<file path="src/rtl/hdmi_text_pkg.sv">
// Shared types and constants for the HDMI text controller's AXI-side VRAM access path.
package hdmi_text_pkg;

  typedef enum logic [2:0] {
    IDLE,
    WR_COLLECT,
    WR_EXEC,
    WR_RESP,
    RD_ISSUE,
    RD_WAIT,
    RD_CAPT,
    RD_RESP
  } state_t;

  typedef enum logic {
    GRANT_READ,
    GRANT_WRITE
  } grant_t;

  typedef enum logic [1:0] {
    TGT_VRAM,
    TGT_CTRL,
    TGT_BAD
  } tgt_t;

  localparam int VRAM_WORDS = 600;
  localparam int CTRL_INDEX = VRAM_WORDS;

  localparam logic [1:0] RESP_OKAY   = 2'b00;
  localparam logic [1:0] RESP_SLVERR = 2'b10;

endpackage

</file>
<file path="src/rtl/hdmi_text_ctrl_reg.sv">
// Byte-strobed 32-bit control register holding the text foreground/background colours.
module hdmi_text_ctrl_reg
  import hdmi_text_pkg::*;
(
  input  logic        clk,
  input  logic        arstn,
  input  logic        we,
  input  logic [3:0]  strb,
  input  logic [31:0] wdata,
  output logic [31:0] q
);

  always_ff @(posedge clk or negedge arstn) begin
    if (!arstn) begin
      q <= '0;
    end else if (we) begin
      for (int k = 0; k < 4; k++) begin
        if (strb[k]) q[8*k +: 8] <= wdata[8*k +: 8];
      end
    end
  end

endmodule

</file>
<file path="src/rtl/hdmi_text_axi_vram_ctrl.sv">
// AXI4-Lite slave that serialises master reads/writes onto the AXI-side VRAM BRAM port
// and the control register, one transaction at a time with round-robin arbitration.
module hdmi_text_axi_vram_ctrl #(
  parameter int C_AXI_DATA_WIDTH = 32,
  parameter int C_AXI_ADDR_WIDTH = 16,
  parameter int VRAM_WORDS       = hdmi_text_pkg::VRAM_WORDS
) (
  input  logic                          axi_aclk,
  input  logic                          axi_aresetn,
  input  logic [C_AXI_ADDR_WIDTH-1:0]   axi_awaddr,
  input  logic [2:0]                    axi_awprot,
  input  logic                          axi_awvalid,
  output logic                          axi_awready,
  input  logic [C_AXI_DATA_WIDTH-1:0]   axi_wdata,
  input  logic [C_AXI_DATA_WIDTH/8-1:0] axi_wstrb,
  input  logic                          axi_wvalid,
  output logic                          axi_wready,
  output logic [1:0]                    axi_bresp,
  output logic                          axi_bvalid,
  input  logic                          axi_bready,
  input  logic [C_AXI_ADDR_WIDTH-1:0]   axi_araddr,
  input  logic [2:0]                    axi_arprot,
  input  logic                          axi_arvalid,
  output logic                          axi_arready,
  output logic [C_AXI_DATA_WIDTH-1:0]   axi_rdata,
  output logic [1:0]                    axi_rresp,
  output logic                          axi_rvalid,
  input  logic                          axi_rready,
  output logic                          vram_en,
  output logic [3:0]                    vram_we,
  output logic [9:0]                    vram_addr,
  output logic [31:0]                   vram_wdata,
  input  logic [31:0]                   vram_rdata,
  output logic [31:0]                   ctrl_reg
);
  import hdmi_text_pkg::*;

  state_t      state;
  grant_t      last_grant;
  logic        aw_got, w_got;
  logic [9:0]  aw_idx_q, ar_idx_q;
  logic [31:0] wdata_q;
  logic [3:0]  wstrb_q;

  logic        grant_wr, grant_rd;
  logic        aw_hs, w_hs, aw_have, w_have;
  logic [9:0]  eff_idx;
  logic [31:0] eff_wdata;
  logic [3:0]  eff_wstrb;
  logic        ctrl_we;

  function automatic tgt_t decode(input logic [9:0] idx);
    if (idx < 10'(VRAM_WORDS))       return TGT_VRAM;
    else if (idx == 10'(VRAM_WORDS)) return TGT_CTRL;
    else                             return TGT_BAD;
  endfunction

  // Arbitration and channel readies are combinational so a grant costs no extra cycle.
  assign grant_wr = (state == IDLE) && (axi_awvalid || axi_wvalid) &&
                    (!axi_arvalid || last_grant == GRANT_READ);
  assign grant_rd = (state == IDLE) && axi_arvalid && !grant_wr;

  assign axi_awready = axi_aresetn &&
                       ((grant_wr && axi_awvalid) || (state == WR_COLLECT && !aw_got));
  assign axi_wready  = axi_aresetn &&
                       ((grant_wr && axi_wvalid)  || (state == WR_COLLECT && !w_got));
  assign axi_arready = axi_aresetn && grant_rd;

  assign aw_hs   = axi_awvalid && axi_awready;
  assign w_hs    = axi_wvalid  && axi_wready;
  assign aw_have = aw_got || aw_hs;
  assign w_have  = w_got  || w_hs;

  // A channel captured earlier comes from its holding register, otherwise straight from the bus.
  assign eff_idx   = aw_got ? aw_idx_q : axi_awaddr[11:2];
  assign eff_wdata = w_got  ? wdata_q  : axi_wdata[31:0];
  assign eff_wstrb = w_got  ? wstrb_q  : axi_wstrb[3:0];

  assign ctrl_we = (state == WR_EXEC) && (decode(aw_idx_q) == TGT_CTRL);

  always_ff @(posedge axi_aclk or negedge axi_aresetn) begin
    if (!axi_aresetn) begin
      state      <= IDLE;
      last_grant <= GRANT_READ;
      aw_got     <= 1'b0;
      w_got      <= 1'b0;
      aw_idx_q   <= '0;
      ar_idx_q   <= '0;
      wdata_q    <= '0;
      wstrb_q    <= '0;
      axi_bvalid <= 1'b0;
      axi_bresp  <= RESP_OKAY;
      axi_rvalid <= 1'b0;
      axi_rresp  <= RESP_OKAY;
      axi_rdata  <= '0;
      vram_en    <= 1'b0;
      vram_we    <= '0;
      vram_addr  <= '0;
      vram_wdata <= '0;
    end else begin
      if (aw_hs) begin
        aw_got   <= 1'b1;
        aw_idx_q <= axi_awaddr[11:2];
      end
      if (w_hs) begin
        w_got   <= 1'b1;
        wdata_q <= axi_wdata[31:0];
        wstrb_q <= axi_wstrb[3:0];
      end

      case (state)
        IDLE: begin
          if (grant_wr) begin
            last_grant <= GRANT_WRITE;
            if (aw_have && w_have) begin
              vram_en    <= (decode(eff_idx) == TGT_VRAM);
              vram_we    <= (decode(eff_idx) == TGT_VRAM) ? eff_wstrb : 4'b0000;
              vram_addr  <= eff_idx;
              vram_wdata <= eff_wdata;
              state      <= WR_EXEC;
            end else begin
              state <= WR_COLLECT;
            end
          end else if (grant_rd) begin
            last_grant <= GRANT_READ;
            ar_idx_q   <= axi_araddr[11:2];
            vram_en    <= 1'b1;
            vram_we    <= 4'b0000;
            vram_addr  <= axi_araddr[11:2];
            state      <= RD_ISSUE;
          end
        end
        WR_COLLECT: begin
          if (aw_have && w_have) begin
            vram_en    <= (decode(eff_idx) == TGT_VRAM);
            vram_we    <= (decode(eff_idx) == TGT_VRAM) ? eff_wstrb : 4'b0000;
            vram_addr  <= eff_idx;
            vram_wdata <= eff_wdata;
            state      <= WR_EXEC;
          end
        end
        WR_EXEC: begin
          vram_en    <= 1'b0;
          vram_we    <= 4'b0000;
          aw_got     <= 1'b0;
          w_got      <= 1'b0;
          axi_bvalid <= 1'b1;
          axi_bresp  <= (decode(aw_idx_q) == TGT_BAD) ? RESP_SLVERR : RESP_OKAY;
          state      <= WR_RESP;
        end
        WR_RESP: begin
          if (axi_bready) begin
            axi_bvalid <= 1'b0;
            state      <= IDLE;
          end
        end
        RD_ISSUE: begin
          vram_en <= 1'b0;
          state   <= RD_WAIT;
        end
        // BRAM output register makes data valid two cycles after the enable.
        RD_WAIT: state <= RD_CAPT;
        RD_CAPT: begin
          case (decode(ar_idx_q))
            TGT_VRAM: axi_rdata <= vram_rdata;
            TGT_CTRL: axi_rdata <= ctrl_reg;
            default:  axi_rdata <= '0;
          endcase
          axi_rresp  <= (decode(ar_idx_q) == TGT_BAD) ? RESP_SLVERR : RESP_OKAY;
          axi_rvalid <= 1'b1;
          state      <= RD_RESP;
        end
        RD_RESP: begin
          if (axi_rready) begin
            axi_rvalid <= 1'b0;
            state      <= IDLE;
          end
        end
        default: state <= IDLE;
      endcase
    end
  end

  hdmi_text_ctrl_reg u_ctrl_reg (
    .clk   (axi_aclk),
    .arstn (axi_aresetn),
    .we    (ctrl_we),
    .strb  (wstrb_q),
    .wdata (wdata_q),
    .q     (ctrl_reg)
  );

  logic unused_bits;
  assign unused_bits = &{1'b0, axi_awprot, axi_arprot,
                         axi_awaddr[C_AXI_ADDR_WIDTH-1:12], axi_awaddr[1:0],
                         axi_araddr[C_AXI_ADDR_WIDTH-1:12], axi_araddr[1:0]};

endmodule

</file>
<file path="config.mk">
export PLATFORM = sky130hd
export DESIGN_NAME = hdmi_text_axi_vram_ctrl
export DESIGN_NICKNAME = d
export VERILOG_FILES = /design/src/rtl/hdmi_text_pkg.sv /design/src/rtl/hdmi_text_ctrl_reg.sv /design/src/rtl/hdmi_text_axi_vram_ctrl.sv
export SDC_FILE = /design/constraint.sdc
export NUM_CORES = 1
export LEC_CHECK = 0
export BUFFER_PORTS_ARGS = -buffer_cell sky130_fd_sc_hd__buf_4
export CAP_MARGIN = 20
export CORE_MARGIN = 5
export CORE_UTILIZATION = 30
export DETAILED_ROUTE_END_ITERATION = 12
export GPL_ROUTABILITY_DRIVEN = 0
export MAX_ROUTING_LAYER = met4
export SETUP_SLACK_MARGIN = 0.02
export SKIP_CTS_REPAIR_TIMING = 1
export SLEW_MARGIN = 15
export SYNTH_ARGS = -nofsm -noshare
export SYNTH_HDL_FRONTEND = slang
export SYNTH_SLANG_ARGS = --single-unit
</file>
<file path="constraint.sdc">
create_clock -name axi_aclk -period 2.2 [get_ports axi_aclk]
set_input_delay 0.11 -clock axi_aclk [delete_from_list [all_inputs] [get_ports axi_aclk]]
set_output_delay 0.11 -clock axi_aclk [all_outputs]
set_load 0.02 [all_outputs]
</file>
==> run metrics <==
multi-input logic area=0.00332 mm2; startpoint types=flip-flop; Worst Skew=0.0189 ns; CTS Root Cell=clkbuf_16; Hold Path Sink=axi_rdata[11]; Top Family by Delay on Critical Path=simple AND/OR/NAND/NOR gates; DP Area=0.0100 mm2; Slowest-stage cell, CP=dfrtp_1; worst path arrival time=roughly 1.9 ns; clk slew on worst S/H paths=0.07 ns; Mean Syn Cell Area=between 10 and 15 um2; Async S/R FF share, synth=1.00; PwrDens=1280 mW/mm2; min-delay src=vram_rdata[11]; die width=174 um; CTS H-Tree Depth=4; Fill cells=2554; number of global-route vias before repair=5976; Final Cell Area=between 0.01 and 0.015 mm2; Die H=between 150 and 200 um; worst r2r dst=vram_wdata[12]; Final ANT Viol Nets=0; final total power=between 10 and 15 mW; TritonCTS clock tree=yes; Slew @ Worst Pin=just under 0.9 ns; Max rail drop VDD=0.604 mV; Fmax achieved=489 MHz; final hold slack=-0.0266 ns; # setup viols final=0; Worst Hold Path Cells=3; worst r2r src=last_grant; Final Cycle Share=0.929; core area=0.0267 mm2; FF/Latch Area=about 0.0044 mm2; initial DRC count=about 340; Final Worst Setup Slack=around 0.16 ns; Setup WS pre-CTS=0.253 ns; synthesized flop and latch total=177; DR WL/cell=roughly 18 um; Ys Warns=0; failing checks=hold timing; Max Root-Sink Buffers=2; CP cell instances=nor2_4, nand3_1, nor2_1, buf_4, and2_1, buf_4; CTS sink count=177; antenna cells=0; Buf/Inv on CP=2; Num CTS Buffers=17; # nets final=1068; vias per cell=4.68; I/O pin count=233; initial antenna violation count=0; wire length after detailed routing=roughly 23 mm; setup TNS=0 ns; Hold Fails Final Rpt=10; Clk Latency, worst-skew pair=0.42 ns; crit-path max FO=11; status=finished, violations left; Die Area=0.0302 mm2; via count=6127; DRT Pass-1 Iters=4; R2R depth=6; layout cells sized above 1=0.396; Hold Path Class=in2reg; Slew Limit Fails=0; WP data required=2.09 ns; DRC Markers=0; R2R Setup Slk=0.25 ns; Starting Density=0.302; Syn Inst Count=671; PortBufs=212; Overall Global Routing Usage=0.152; CP most frequent cell=buf_4; # rows=60; area delta synth->final=41.2%; sequential-to-total area share from yosys stat=0.551; Top FF cell, synth=dfrtp_1; P_leak=5.36 nW; Post-Syn Area=0.00804 mm2; Final HPWL DP=about 16 mm; largest net degree at the start of global routing=158; Worst Setup End Kind=primary output; Synth cell types=54; critical path class=reg2out; crit-path max cell delay=approximately 0.44 ns; GRT overflow=0; Max-Cap Viols=0; global-route wire length before repair=35.4 mm; RSZ-0062 raised after global routing=false; EDFF count, synth=0; Slew HR=0.422; clock period minus worst slack=2.04 ns
-- per-stage QoR --
stage | hold WS, ns | util | cells
floorplan | -0.186 | - | 672
global placement | -0.00978 | 0.376 | 1203
detailed placement | -0.0110 | 0.376 | 1203
CTS | -0.484 | 0.398 | 1235
global route | -0.000592 | 0.426 | 1309
finish | -0.0266 | 0.426 | 1309
-- worst min-delay path: cells and delay by family --
kind                   cells  cell delay (ns)
AO/OA/AOI/OAI              2             0.17
buffers and inverters      1             0.08
-- registers in the layout, summed over array words and instances (netlist names), 3 cells and up --
signal / cells
wstrb_q: 4
ar_idx_q: 10
state: 3
u_ctrl_reg.q: 32
axi_rdata: 32
wdata_q: 32
aw_idx_q: 10
vram_addr: 10
vram_wdata: 32
vram_we: 4
-- report_power, final --
| part | switching, mW | internal, mW | total, mW |
|---|---|---|---|
| clock network | 1.36 | 1.65 | 3.01 |
| logic | 3.12 | 2.87 | 5.99 |
| registers | 0.977 | 4.58 | 5.55 |
| total | 5.46 | 9.10 | 14.6 |
-- per-layer routing --
metal | vias up | global-route usage | part of all wire
met1 | 3005 | 0.194 | 0.44
met2 | 142 | 0.248 | 0.50
li1 | 2968 | - | -
met3 | 12 | 0.0329 | 0.042
met4 | 0 | 0.0383 | 0.012
met5 | - | - | 0
-- final cells by class --
type	count	area share
clock buffer	20	0.0402
clock inverter	12	0.0108
inverter	10	0.00353
multi-input combinational	444	0.292
sequential	177	0.390
tap	341	0.0376
timing repair buffer	305	0.225
-- logic make-up (layout without fill, tap and decap cells) --
| family | after synthesis | count (layout) | share of synthesized area |
|---|---|---|---|
| DFF | 177 | 177 | 0.551 |
| other | 1 | 2 | 0.000466 |
| buffers and inverters | 51 | 347 | 0.0401 |
| and+or+nand+nor | 168 | 168 | 0.0946 |
| muxes | 127 | 127 | 0.185 |
| AOI/OAI and AO/OA | 147 | 147 | 0.129 |
-- worst max path at each step --
stage	endpoint	start	slack (ns)	depth (start not counted)
4_1_cts	axi_arready	state[0]	0.05	6
5_1_grt	axi_arready	state[2]	0.04	6
6_report	axi_arready	state[2]	0.16	6
3_5_place_dp	vram_wdata[12]	last_grant	0.25	6
3_3_place_gp	wdata_q[11]	state[0]	0.28	5
2_1_floorplan	vram_we[0]	state[0]	0.57	6
-- cells in the mapped netlist, types with 2 or more instances --
cell	number	share of area
o2111ai_4	2	0.0065
nor3_1	5	0.0031
a22oi_1	31	0.029
a2bb2oi_2	2	0.0037
a22oi_2	2	0.0031
nand2_1	88	0.041
nor2_1	41	0.019
nand3_1	11	0.0068
a21oi_1	46	0.029
mux2i_1	43	0.054
o211ai_1	2	0.0019
mux2_4	30	0.056
inv_1	9	0.0042
o21ai_1	27	0.017
mux2_2	54	0.076
nor2_4	3	0.0042
clkbuf_1	7	0.0033
nor4bb_1	2	0.0025
o221a_2	9	0.013
o31ai_1	4	0.0037
nand2_2	4	0.0031
o22ai_1	2	0.0016
nor2b_1	2	0.0016
buf_1	2	0.00093
buf_6	10	0.014
dfrtp_1	177	0.55
o21ai_0	8	0.0050
buf_4	8	0.0075
o21ai_2	3	0.0033
buf_2	13	0.0081
-- layout by cell type, fill, tap and decap left out, drive strengths merged, types with 2 or more instances in the layout --
| master | synthesis | layout |
|---|---|---|
| o221a | 9 | 9 |
| buf | 33 | 230 |
| dfrtp | 177 | 177 |
| nor4 | 2 | 2 |
| clkbuf | 8 | 21 |
| a21oi | 46 | 46 |
| clkinvlp | 0 | 2 |
| a2bb2oi | 2 | 2 |
| o21ai | 38 | 38 |
| or2 | 2 | 2 |
| conb | 1 | 2 |
| a22oi | 33 | 33 |
| mux2i | 43 | 43 |
| mux2 | 84 | 84 |
| dlygate4sd3 | 0 | 74 |
| nor2 | 45 | 45 |
| nand3 | 11 | 11 |
| o22ai | 2 | 2 |
| o31ai | 4 | 4 |
| nor4bb | 2 | 2 |
| o2111ai | 2 | 2 |
| nor2b | 2 | 2 |
| clkinv | 0 | 4 |
| o211ai | 2 | 2 |
| nor3 | 6 | 6 |
| o2bb2ai | 2 | 2 |
| nand2 | 92 | 92 |
| inv | 10 | 15 |
Note: power is estimated with default switching activity, not from simulation.
